<file path="config.mk">
export PLATFORM = sky130hd
export DESIGN_NAME = word_packer
export DESIGN_NICKNAME = d
export VERILOG_FILES = /design/src/rtl/word_packer.sv
export SDC_FILE = /design/constraint.sdc
export NUM_CORES = 1
export LEC_CHECK = 0
export BUFFER_PORTS_ARGS = -buffer_cell sky130_fd_sc_hd__buf_4
export CAP_MARGIN = 20
export CORE_ASPECT_RATIO = 1.5
export CORE_MARGIN = 2
export CORE_UTILIZATION = 55
export CTS_CLUSTER_SIZE = 28
export DETAILED_ROUTE_END_ITERATION = 10
export GPL_TIMING_DRIVEN = 1
export PLACE_DENSITY = 0.84
export SLEW_MARGIN = 5
export SYNTH_ARGS = -nofsm -noshare
export SYNTH_HDL_FRONTEND = slang
export SYNTH_SLANG_ARGS = --single-unit
export TNS_END_PERCENT = 20
</file>
<file path="constraint.sdc">
create_clock -name clk_i -period 4.21 [get_ports clk_i]
set_clock_uncertainty 0.2 [all_clocks]
set_input_delay 0.842 -clock clk_i [delete_from_list [all_inputs] [get_ports clk_i]]
set_output_delay 0.842 -clock clk_i [all_outputs]
set_load 0.01 [all_outputs]
</file>
<file path="src/rtl/word_packer.sv">
// rtl/word_packer.sv - packs els_p input words into one wide output word
// Ready/valid in, valid/yumi out; last_i flushes a partial group early.
module word_packer #(
  parameter int width_p = 8,
  parameter int els_p   = 4
) (
  input  logic                       clk_i,
  input  logic                       reset_i,
  input  logic [width_p-1:0]         data_i,
  input  logic                       valid_i,
  input  logic                       last_i,
  output logic                       ready_o,
  output logic                       valid_o,
  output logic [els_p*width_p-1:0]   data_o,
  output logic [$clog2(els_p+1)-1:0] count_o,
  input  logic                       yumi_i
);

  localparam int CW   = (els_p > 1) ? $clog2(els_p) : 1;
  localparam int CNTW = $clog2(els_p + 1);

  logic                     full_q, full_d;
  logic [CW-1:0]            cnt_q, cnt_d;
  logic [els_p*width_p-1:0] buf_q, buf_d;
  logic [CNTW-1:0]          count_q, count_d;

  logic accept, drain, close;

  assign ready_o = ~full_q | yumi_i;
  assign accept  = valid_i & ready_o;
  assign drain   = yumi_i & full_q;
  assign close   = accept & ((int'(cnt_q) == els_p - 1) | last_i);

  // A drain clears the buffer first so a same-cycle accept lands on a clean word;
  // cnt_q is already 0 whenever full_q is set, so the new word goes to slot 0.
  always_comb begin
    full_d  = full_q;
    cnt_d   = cnt_q;
    buf_d   = buf_q;
    count_d = count_q;
    if (drain) begin
      full_d  = 1'b0;
      buf_d   = '0;
      count_d = '0;
    end
    if (accept) begin
      buf_d[int'(cnt_q)*width_p +: width_p] = data_i;
      if (close) begin
        full_d  = 1'b1;
        count_d = CNTW'(cnt_q) + CNTW'(1);
        cnt_d   = '0;
      end else begin
        cnt_d = cnt_q + CW'(1);
      end
    end
  end

  always_ff @(posedge clk_i or posedge reset_i) begin
    if (reset_i) begin
      full_q  <= 1'b0;
      cnt_q   <= '0;
      buf_q   <= '0;
      count_q <= '0;
    end else begin
      full_q  <= full_d;
      cnt_q   <= cnt_d;
      buf_q   <= buf_d;
      count_q <= count_d;
    end
  end

  assign valid_o = full_q;
  assign data_o  = buf_q;
  assign count_o = count_q;

  a_count_nonzero: assert property (@(posedge clk_i) disable iff (reset_i)
    valid_o |-> (count_o != '0));
  a_cnt_range: assert property (@(posedge clk_i) disable iff (reset_i)
    int'(cnt_q) < els_p);

endmodule

</file>
=== Word-level counts from Yosys, hierarchy flattened ===
Cells that the tools add are included.

* Word-level logic and storage cells: 26
* Register bits after elaboration: 38
* Output and inout bits: 37
* Input bits: 13

* Add/subtract/negate cells: 3
* Shift operators: 2
* Eq/ne operators: 1
* Bitwise gates (word level): 6
* Mux-type cells: 10

{| class="wikitable"
|+ Operators with widths
! cell !! count
|-
| $mux 32 || 2
|-
| $neg 5->33 || 1
|-
| $shift 8x33->32 const A || 1
|-
| $shiftx 8x33->32 || 1
|-
| $bwmux 32 || 1
|-
| $mux 3 || 3
|-
| $add 2x1->3 const B || 1
|-
| $and 1x1->1 || 3
|-
| $mux 1 || 3
|-
| $add 2x1->2 const B || 1
|-
| $eq 2x1->1 const B || 1
|-
| $mux 2 || 1
|-
| $or 1x1->1 || 2
|-
| $not 1->1 || 1
|}

=== Longest topological paths before layout ===
Gate-level depths: netlist (run 1).

* Word-level depth: 6
* Mapped depth: 6
* Mapped depth without buffers: 5

=== Worst setup path before layout (run 1) ===
OpenSTA, ideal clock, no wires.

* Path kind: input -> output
* From: in yumi_i
* To: out ready_o
* Cell stages on the path: 3
* Arrival: 1.146 ns
* Buffers on the path: 1
* Slack: 2.022 ns
* Data required time: 3.168 ns
* Cells stage by stage: nor2b_4 > buf_6 > inv_4

* Cells in the longest elaborated chain, start to end: 1

{| class="wikitable"
|+ Ends and longest elaborated chain
! element !! RTL line !! source
|-
| start, declared || 16 || <nowiki>input logic yumi_i</nowiki>
|-
| $or 1x1->1 || 29 || <nowiki>assign ready_o = ~full_q | yumi_i;</nowiki>
|-
| end, declared || 12 || <nowiki>output logic ready_o,</nowiki>
|}

No other way between the ends.

=== Worst setup path after layout (run 1) ===
Same ends and word-level chain as after synthesis.

==> results.toml, run 1 <==
[global_routing]
grt_pass1_wl_mm = 6.354
grtUsageTotal_pct = 23.60
grt_max_degree = 39
grt_overflow_total = 0
grt_antenna_before_repair = 0
grt_pass1_vias = 1287

[finish]
antenna_cells = 0
layout.nets = 209
final_util_pct = 71.39
drive_gt1_share_pct = 34.74
area_growth_pct = 27.49
final_cell_area_um2 = 2211

[worst_setup_path]
worstSetupPathType = "primary input to output pin"
critical-path-slowest-cell = "nor2b_4"
arrival_ps = 1530
ff2ff_path_depth = 6
reg2reg_slack_ps = 1730
worstSetupStartpoint = "yumi_i"
critPathCaptureType = "output pin"
path_buf_inv = 3
path_delay_family = "buffers and inverters"
slowest_delay_ps = 290
cpMostUsedCell = "buf_4"
crit_chain = "buf_4, nor2b_4, inv_4, buf_4"
crit_fanout = 10
startpoint_type = "primary input"
crit_required_ps = 3170
rr_endpoint = "data_o[6]"
r2r_start = "cnt_q[0]"

[clock_network]
root_buffer = "clkbuf_8"
ctsHoldBuffers = 0
clock_sinks = 38
tritoncts = "built"
htreeDepth = 2
clk_latency_ps = 280
postCtsSetupRepairBufs = 0
cts_resized = 0
cts_made_buffers = 5
clkTransAtPathRegs_ps = 70
ctsLongestPathBuffers = 2

[sta]
slew_headroom_pct = 40.74
fin_hold_ws_ps = 301.2
finalHoldViolCount = 0
tightest_slew_ps = 886.8
setup_violations = 0
slew_violations = 0
rsz0062_at_grt = "no"
max_freq_mhz = 388.7
setup_tns_ps = 0
finalCriticalPeriod_ps = 2572
final.period_utilization_pct = 61.10

[route]
firstDrtPassIters = 4
wl_per_cell_um = 17.13
wl_mm = 3.940
vias_per_cell = 5.687
vias = 1308
drc = 0
drtIter0Drc = 51
ant_nets = 0

[die]
fp-row-count = 25
die_area_um2 = 3627
core_area_um2 = 3097
ios = 50
die_h_um = 72.77
die_x_um = 49.85
start_util_pct = 56.00

[power_and_ir_drop]
p_leak_nw = 1.121
powerDensity_nw_per_um2 = 396.4
power_w = 0.0008763
ir_worst_vdd_uv = 264.2

[synth]
synth_area_um2 = 1734
ys_seq_elements = 38
synth_top_area_share_pct = 54.83
yosysTopAreaCell = "dfrtp_1"
ys_types = 27
synthesis.instances = 137
seq_area_frac_synth_pct = 54.83
avgSynthCellArea_um2 = 12.66
yosys-top-cells-area = "dfrtp_1 55%, a32o_1 10%, mux2i_1 5.8%"
yosys_warnings = 0
syn_nets = 156

[hold_path]
hp-start = "data_o[8]"
min_to = "data_o[8]"
hp-class = "flop to flop"
whs_path_depth = 1

[place]
dp_hpwl_mm = 3.000
port_buffers = 49
gp_congestion = 0.8642
placed_area_um2 = 2130

[run_status]
status = "completed"

[flow_run]
maxCapViolCount = 0
placed cells by master, fill, tap and decap left out, types with 3 or more instances in the layout:
| cell type | count |
|---|---|
| buf_4 | 50 |
| dfrtp_1 | 38 |
| nand2_1 | 23 |
| a32o_1 | 18 |
| mux2i_1 | 10 |
| a22o_1 | 7 |
| ha_1 | 6 |
| inv_1 | 5 |
| clkbuf_8 | 5 |
| nand3_2 | 3 |
| nor2_1 | 3 |
power by group:
part	internal, W	total, W	switching, W	leakage (nW)
clock network	0.000114	0.000227	0.000113	0.0383
registers	0.000395	0.000417	0.0000217	0.523
logic	0.0000981	0.000233	0.000134	0.561
per-stage QoR:
step                worst slack [ps]  instances
detailed placement              1562        222
floorplan                       2022        137
finish                          1638        230
global placement                1661        222
global route                    1501        230
CTS                             1544        229
worst max-delay path by stage:
stage,to,cells past startpoint
floorplan,ready_o,3
global placement,ready_o,4
detailed placement,data_o[6],5
CTS,data_o[6],5
global route,data_o[5],6
finish,ready_o,4
cells by family (layout without fill, tap and decap cells):
group	after synthesis	count (layout)	synth area share, %
simple gates	43	43	16.67
flops	38	38	54.83
mux	10	10	5.772
compound gates	29	29	15.22
buf+inv	11	64	3.175
fa+ha+maj	6	6	4.329
metal layers:
layer  track usage, %  part of all wire (%)  up-vias
met5                0                     0        -
met4            8.333                   1.5        0
met3            5.533                   3.7        5
met2            42.96                    56       30
met1            26.69                    38      658
li1                 -                     -      615
synth_stat cells (all sizes together):
master and number:
nand3 4, nand2 23, nand3b 1, nor4bb 1
nor2 3, inv 6, nor2b 1, nor4 3
buf 3, nand4 2, and2 1, dfrtp 38
o21ai 3, ha 6, mux2i 10, a22o 7
o21a 1, a32o 18, nand2b 2, nor4b 2
clkbuf 2
flip-flops by register name, summed over array words and instances, names as in the netlist:
| register | count |
|---|---|
| data_o | 32 |
| valid_o | 1 |
| count_o | 3 |
| cnt_q | 2 |
final cells by class:
type	instances	area, um2
inverters	6	25.02
fillers	236	885.9
multi-input cells	88	728.2
well taps	40	50.05
flip-flops and latches	38	950.9
clock buffers	7	76.32
repair buffers	51	380.4
Power figures use the tool's default switching activity.
==> inputs of run 2 (changes only) <==
CORE_UTILIZATION = 51   (was 55)
PLACE_DENSITY = 0.79   (was 0.84)
clock period = 2.55 ns   (was 4.21 ns; I/O delays follow)
==> run 2 against run 1 <==
Cell area grew 1.1%; global-route usage up 0.19 points; flip-flop and latch count unchanged; largest power group unchanged.
==> results.toml, run 2 (synthesis results as in run 1) <==
[run_status]
status = "completed"

[clock_network]
clock_sinks = 38
htreeDepth = 2
ctsHoldBuffers = 0
tritoncts = "built"
postCtsSetupRepairBufs = 0
clkTransAtPathRegs_ps = 70
clk_latency_ps = 280
root_buffer = "clkbuf_8"
cts_made_buffers = 5
cts_resized = 0
ctsLongestPathBuffers = 2

[sta]
slew_violations = 0
max_freq_mhz = 461.6
finalCriticalPeriod_ps = 2166
slew_headroom_pct = 66.94
rsz0062_at_grt = "no"
final.period_utilization_pct = 84.95
setup_violations = 0
tightest_slew_ps = 491.8
finalHoldViolCount = 0
setup_tns_ps = 0

[power_and_ir_drop]
p_leak_nw = 1.137
ir_worst_vdd_uv = 607.6
powerDensity_nw_per_um2 = 669.0

[finish]
layout_common_cells = "52 x buf_4, 38 x dfrtp_1, 23 x nand2_1"
layout.cells.most_common = "buf_4"
drive_gt1_share_pct = 35.94
area_growth_pct = 28.93
post_layout_nonfiller_instances = 232
antenna_cells = 0
layout.nets = 210
largest_register_ffs = 32

[place]
port_buffers = 49
dp.cells = 224
dp_hpwl_mm = 3.104
gp_congestion = 1.010

[worst_setup_path]
crit_required_ps = 2580
r2r_start = "cnt_q[0]"
worstSetupStartpoint = "cnt_q[0]"
critPathCaptureType = "flop"
startpoint_type = "flop"
reg2reg_slack_ps = 380
crit_fanout = 8
arrival_ps = 2190
worstSetupPathType = "flop to flop"

[route]
ant_nets = 0
vias = 1312
drc = 0
firstDrtPassIters = 4
vias_per_cell = 5.655
wl_mm = 4.029
wl_per_cell_um = 17.37
drtIter0Drc = 26

[die]
die_h_um = 75.42
fp-row-count = 25
core_area_um2 = 3191
ios = 50
die_x_um = 51.61
die_area_um2 = 3892
start_util_pct = 54.35

[global_routing]
grt_antenna_before_repair = 0
grt_pass1_vias = 1372
grt_max_degree = 39
grt_pass1_wl_mm = 6.789
grt_overflow_total = 0
grtUsageTotal_pct = 23.79

[hold_path]
hp-class = "primary input to async pin"

[flow_run]
maxCapViolCount = 0
[run 2: area by class of cell]
type | instances | area [um2]
clock buffer | 7 | 86.33
tap | 40 | 50.05
timing repair buffer | 52 | 390.4
multi-input combinational | 88 | 728.2
clock inverter | 1 | 5.005
sequential | 38 | 950.9
inverter | 6 | 25.02
fill | 255 | 954.7
[run 2: worst paths after layout]
| kind | to | depth (start not counted) |
|---|---|---|
| max | data_o[8] | 5 |
| min | data_o[12] | 3 |
| max reg2reg | data_o[8] | 5 |
| min reg2reg | data_o[10] | 1 |
| max in group asynchronous | data_o[24] | 3 |
| min in group clk_i | data_o[16] | 2 |
[run 2: critical path: stages (launching register included)]
cell and delay [ps]:
dfrtp_1 490, inv_1 170, ha_1 270, nand2b_1 290
nor4_2 470, a22o_1 220
[run 2: where the power goes]
part	total [W]	switching, W	internal, W	leakage [nW]
clock network	0.000419	0.000201	0.000218	0.0482
registers	0.000690	0.0000372	0.000652	0.523
logic	0.000388	0.000221	0.000166	0.566
[run 2: per-layer routing]
layer	up-vias	global-route usage (%)	routed length (um)
met1	644	27.55	1503
met4	0	10.23	92
met3	9	5.294	157
li1	617	-	-
met5	-	0	0
met2	42	42.17	2276
[run 2: stage by stage]
step           util (%)  setup slack (ps)  area, um2  total power [W]  hold slack, ps
6_report          70.08             383.7       2236         0.001496           127.4
5_1_grt           70.08             209.5       2236         0.001576           173.5
4_1_cts           70.08             387.9       2236         0.001508           144.1
3_5_place_dp      67.22             405.4       2145         0.001090           282.7
3_3_place_gp      67.22             549.8       2145         0.001074           286.0
2_1_floorplan         -             681.0       1734        0.0009378           332.4
==> inputs of run 3 (changes only) <==
ABC_AREA = 1   (was not set)
CORE_UTILIZATION = 53   (was 51)
clock period = 2 ns   (was 2.55 ns; I/O delays follow)
==> run 3 against run 2 <==
Routed wire length increased by 19%; via count is 41% higher; count of clock-buffer cells in the layout stayed put; maximum frequency grew 20%; setup slack got worse by 190 ps; clock power is 30% higher; area after synthesis increased by 19%; critical path type unchanged.
==> results.toml, run 3 <==
[place]
dp_hpwl_mm = 3.346
dp_slack_ps = 178.5
gp_congestion = 0.8662
port_buffers = 49

[synth]
avgSynthCellArea_um2 = 7.325
async_flop_share_pct = 100.0
syn_nets = 301
seq_area_frac_synth_pct = 46.03
ys_seq_elements = 38
ys_types = 19
ys_top_cells_by_count = "80 x nand2_1, 55 x nor2_1, 38 x dfrtp_1"
synth-edff-count = 0
synth_flop_cell = "dfrtp_1"
yosys-top-cells-area = "dfrtp_1 46%, nand2_1 15%, nor2_1 10%"
yosysTopAreaCell = "dfrtp_1"
synth_top_area_share_pct = 46.03
synthesis.instances = 282
synth_area_um2 = 2066
synth_most_common_cell = "nand2_1"
yosys_warnings = 0

[worst_setup_path]
arrival_ps = 1830
critPathCaptureType = "flop"
crit_fanout = 8
crit_required_ps = 2030
startpoint_type = "flop"
worstSetupPathType = "flop to flop"

[finish]
antenna_cells = 0
layout.nets = 352
largest_register_ffs = 32
seq_area_um2 = 950.9
layout_common_cells = "80 x nand2_1, 52 x nor2_1, 52 x buf_4"
fill_cells = 362
drive_gt1_share_pct = 22.46
layout.cells.most_common = "nand2_1"
area_growth_pct = 23.26
multiInputGateArea_um2 = 903.4

[route]
wl_per_cell_um = 12.76
drtIter0Drc = 57
drc = 0
wl_mm = 4.812
firstDrtPassIters = 4
ant_nets = 0
vias = 1854
vias_per_cell = 4.918

[power_and_ir_drop]
combPwrFrac_pct = 35.0
clock_power_share_pct = 24.1
p_seq_share_pct = 41.0
internal_power_w = 0.001442
p_sw_share_pct = 36.35
powerDensity_nw_per_um2 = 889.9
p_leak_nw = 1.324
p_switching_w = 0.0008237
ir_worst_vdd_uv = 689.8

[hold_path]
hp-class = "primary input to async pin"

[die]
fp-row-count = 27
die_area_um2 = 4423
core_area_um2 = 3716
start_util_pct = 55.59
die_x_um = 54.98
die_h_um = 80.46
ios = 50

[clock_network]
clkTransAtPathRegs_ps = 70
ctsHoldBuffers = 0
clk_latency_ps = 290
root_buffer = "clkbuf_8"
ctsLongestPathBuffers = 2
cts_made_buffers = 5
htreeDepth = 2
tritoncts = "built"
clock_sinks = 38

[sta]
slew_headroom_pct = 67.70
max_freq_mhz = 554.1
finalCriticalPeriod_ps = 1805
setup_violations = 0
slew_violations = 0
tightest_slew_ps = 484.5
rsz0062_at_grt = "no"
setup_tns_ps = 0
finalHoldViolCount = 0
fin_ws_ps = 195.4
final.period_utilization_pct = 90.23

[global_routing]
grt_overflow_total = 0
grt_antenna_before_repair = 0
grt_pass1_wl_mm = 7.969
grt_max_degree = 39
grtUsageTotal_pct = 25.17
grt_pass1_vias = 1758

[run_status]
status = "completed"

[flow_run]
maxCapViolCount = 0
run 3: cell count changes after synthesis, moves of 4 or more:
| cell | previous run | this run |
|---|---|---|
| nor2_1 | 3 | 55 |
| nand2_1 | 23 | 80 |
| o21ai_0 | 1 | 9 |
| a22o_1 | 7 | 0 |
| inv_2 | 0 | 4 |
| nand3_1 | 1 | 23 |
| o21ai_1 | 2 | 10 |
| mux2i_1 | 10 | 0 |
| inv_1 | 5 | 36 |
| a32o_1 | 18 | 0 |
run 3: through the flow:
step                instances  hold WS [ps]  total power, W  instance area, um2  util (%)
floorplan                 282         334.1        0.001449                2066         -
global placement          369         289.1        0.001703                2447     65.86
detailed placement        369         296.0        0.001718                2447     65.86
CTS                       377         33.09        0.002266                2539     68.32
global route              377         72.87        0.002414                2546     68.52
finish                    377         22.39        0.002266                2546     68.52
run 3: cell type report:
class,instances,share of cell area (%)
well taps,43,2.113
repair buffers,52,15.33
multi-input cells,195,35.48
inverters,41,6.143
clock inverters,1,0.1966
flip-flops and latches,38,37.35
clock buffers,7,3.391
run 3: path summary, 6_finish.rpt:
| check | cells past startpoint | endpoint | slack [ps] | startpoint |
|---|---|---|---|---|
| hold reg to reg | 2 | data_o[16] | 320 | data_o[16] |
| min in group clk_i | 3 | data_o[6] | 210 | data_i[6] |
| hold / removal | 3 | data_o[30] | 20 | reset_i |
| max in group asynchronous | 3 | data_o[2] | 1240 | reset_i |
| setup / recovery | 6 | data_o[20] | 200 | cnt_q[1] |
| setup reg to reg | 6 | data_o[20] | 200 | cnt_q[1] |
run 3: power by group through the flow:
stage	Clock (W)	Sequential (W)	Combinational (W)
after floorplan	0	0.000985	0.000464
after global placement	0	0.000940	0.000763
after detailed placement	0	0.000942	0.000775
after CTS	0.000553	0.000929	0.000783
after global routing	0.000585	0.000941	0.000888
final	0.000545	0.000928	0.000792
run 3: critical path, stage by stage (launching register included):
cell and delay [ps]:
dfrtp_1 400, inv_1 110, ha_1 420, nand3_1 290, nor2_1 170, nor2_1 60
nor2_1 90
run 3: cell families after synthesis:
group / synth area share, %
AND/OR/NAND/NOR: 34.71
AO/OA/AOI/OAI: 5.027
flip-flops: 46.03
buffers and inverters: 10.60
adder cells (fa/ha/maj): 3.634
run 3: routing by layer:
| metal | vias up | global-route usage, % | share of wire [%] |
|---|---|---|---|
| met5 | - | 0 | 0 |
| met3 | 10 | 5.019 | 4.4 |
| met2 | 46 | 41.90 | 52 |
| met1 | 842 | 30.49 | 42 |
| li1 | 956 | - | - |
| met4 | 0 | 10.73 | 2.1 |
run 3: what timing repair did:
item | 4_1_cts | 5_1_grt
buffers inserted | 0 | 0
resized for setup | 0 | 3
setup endpoints to repair | 0 | 4
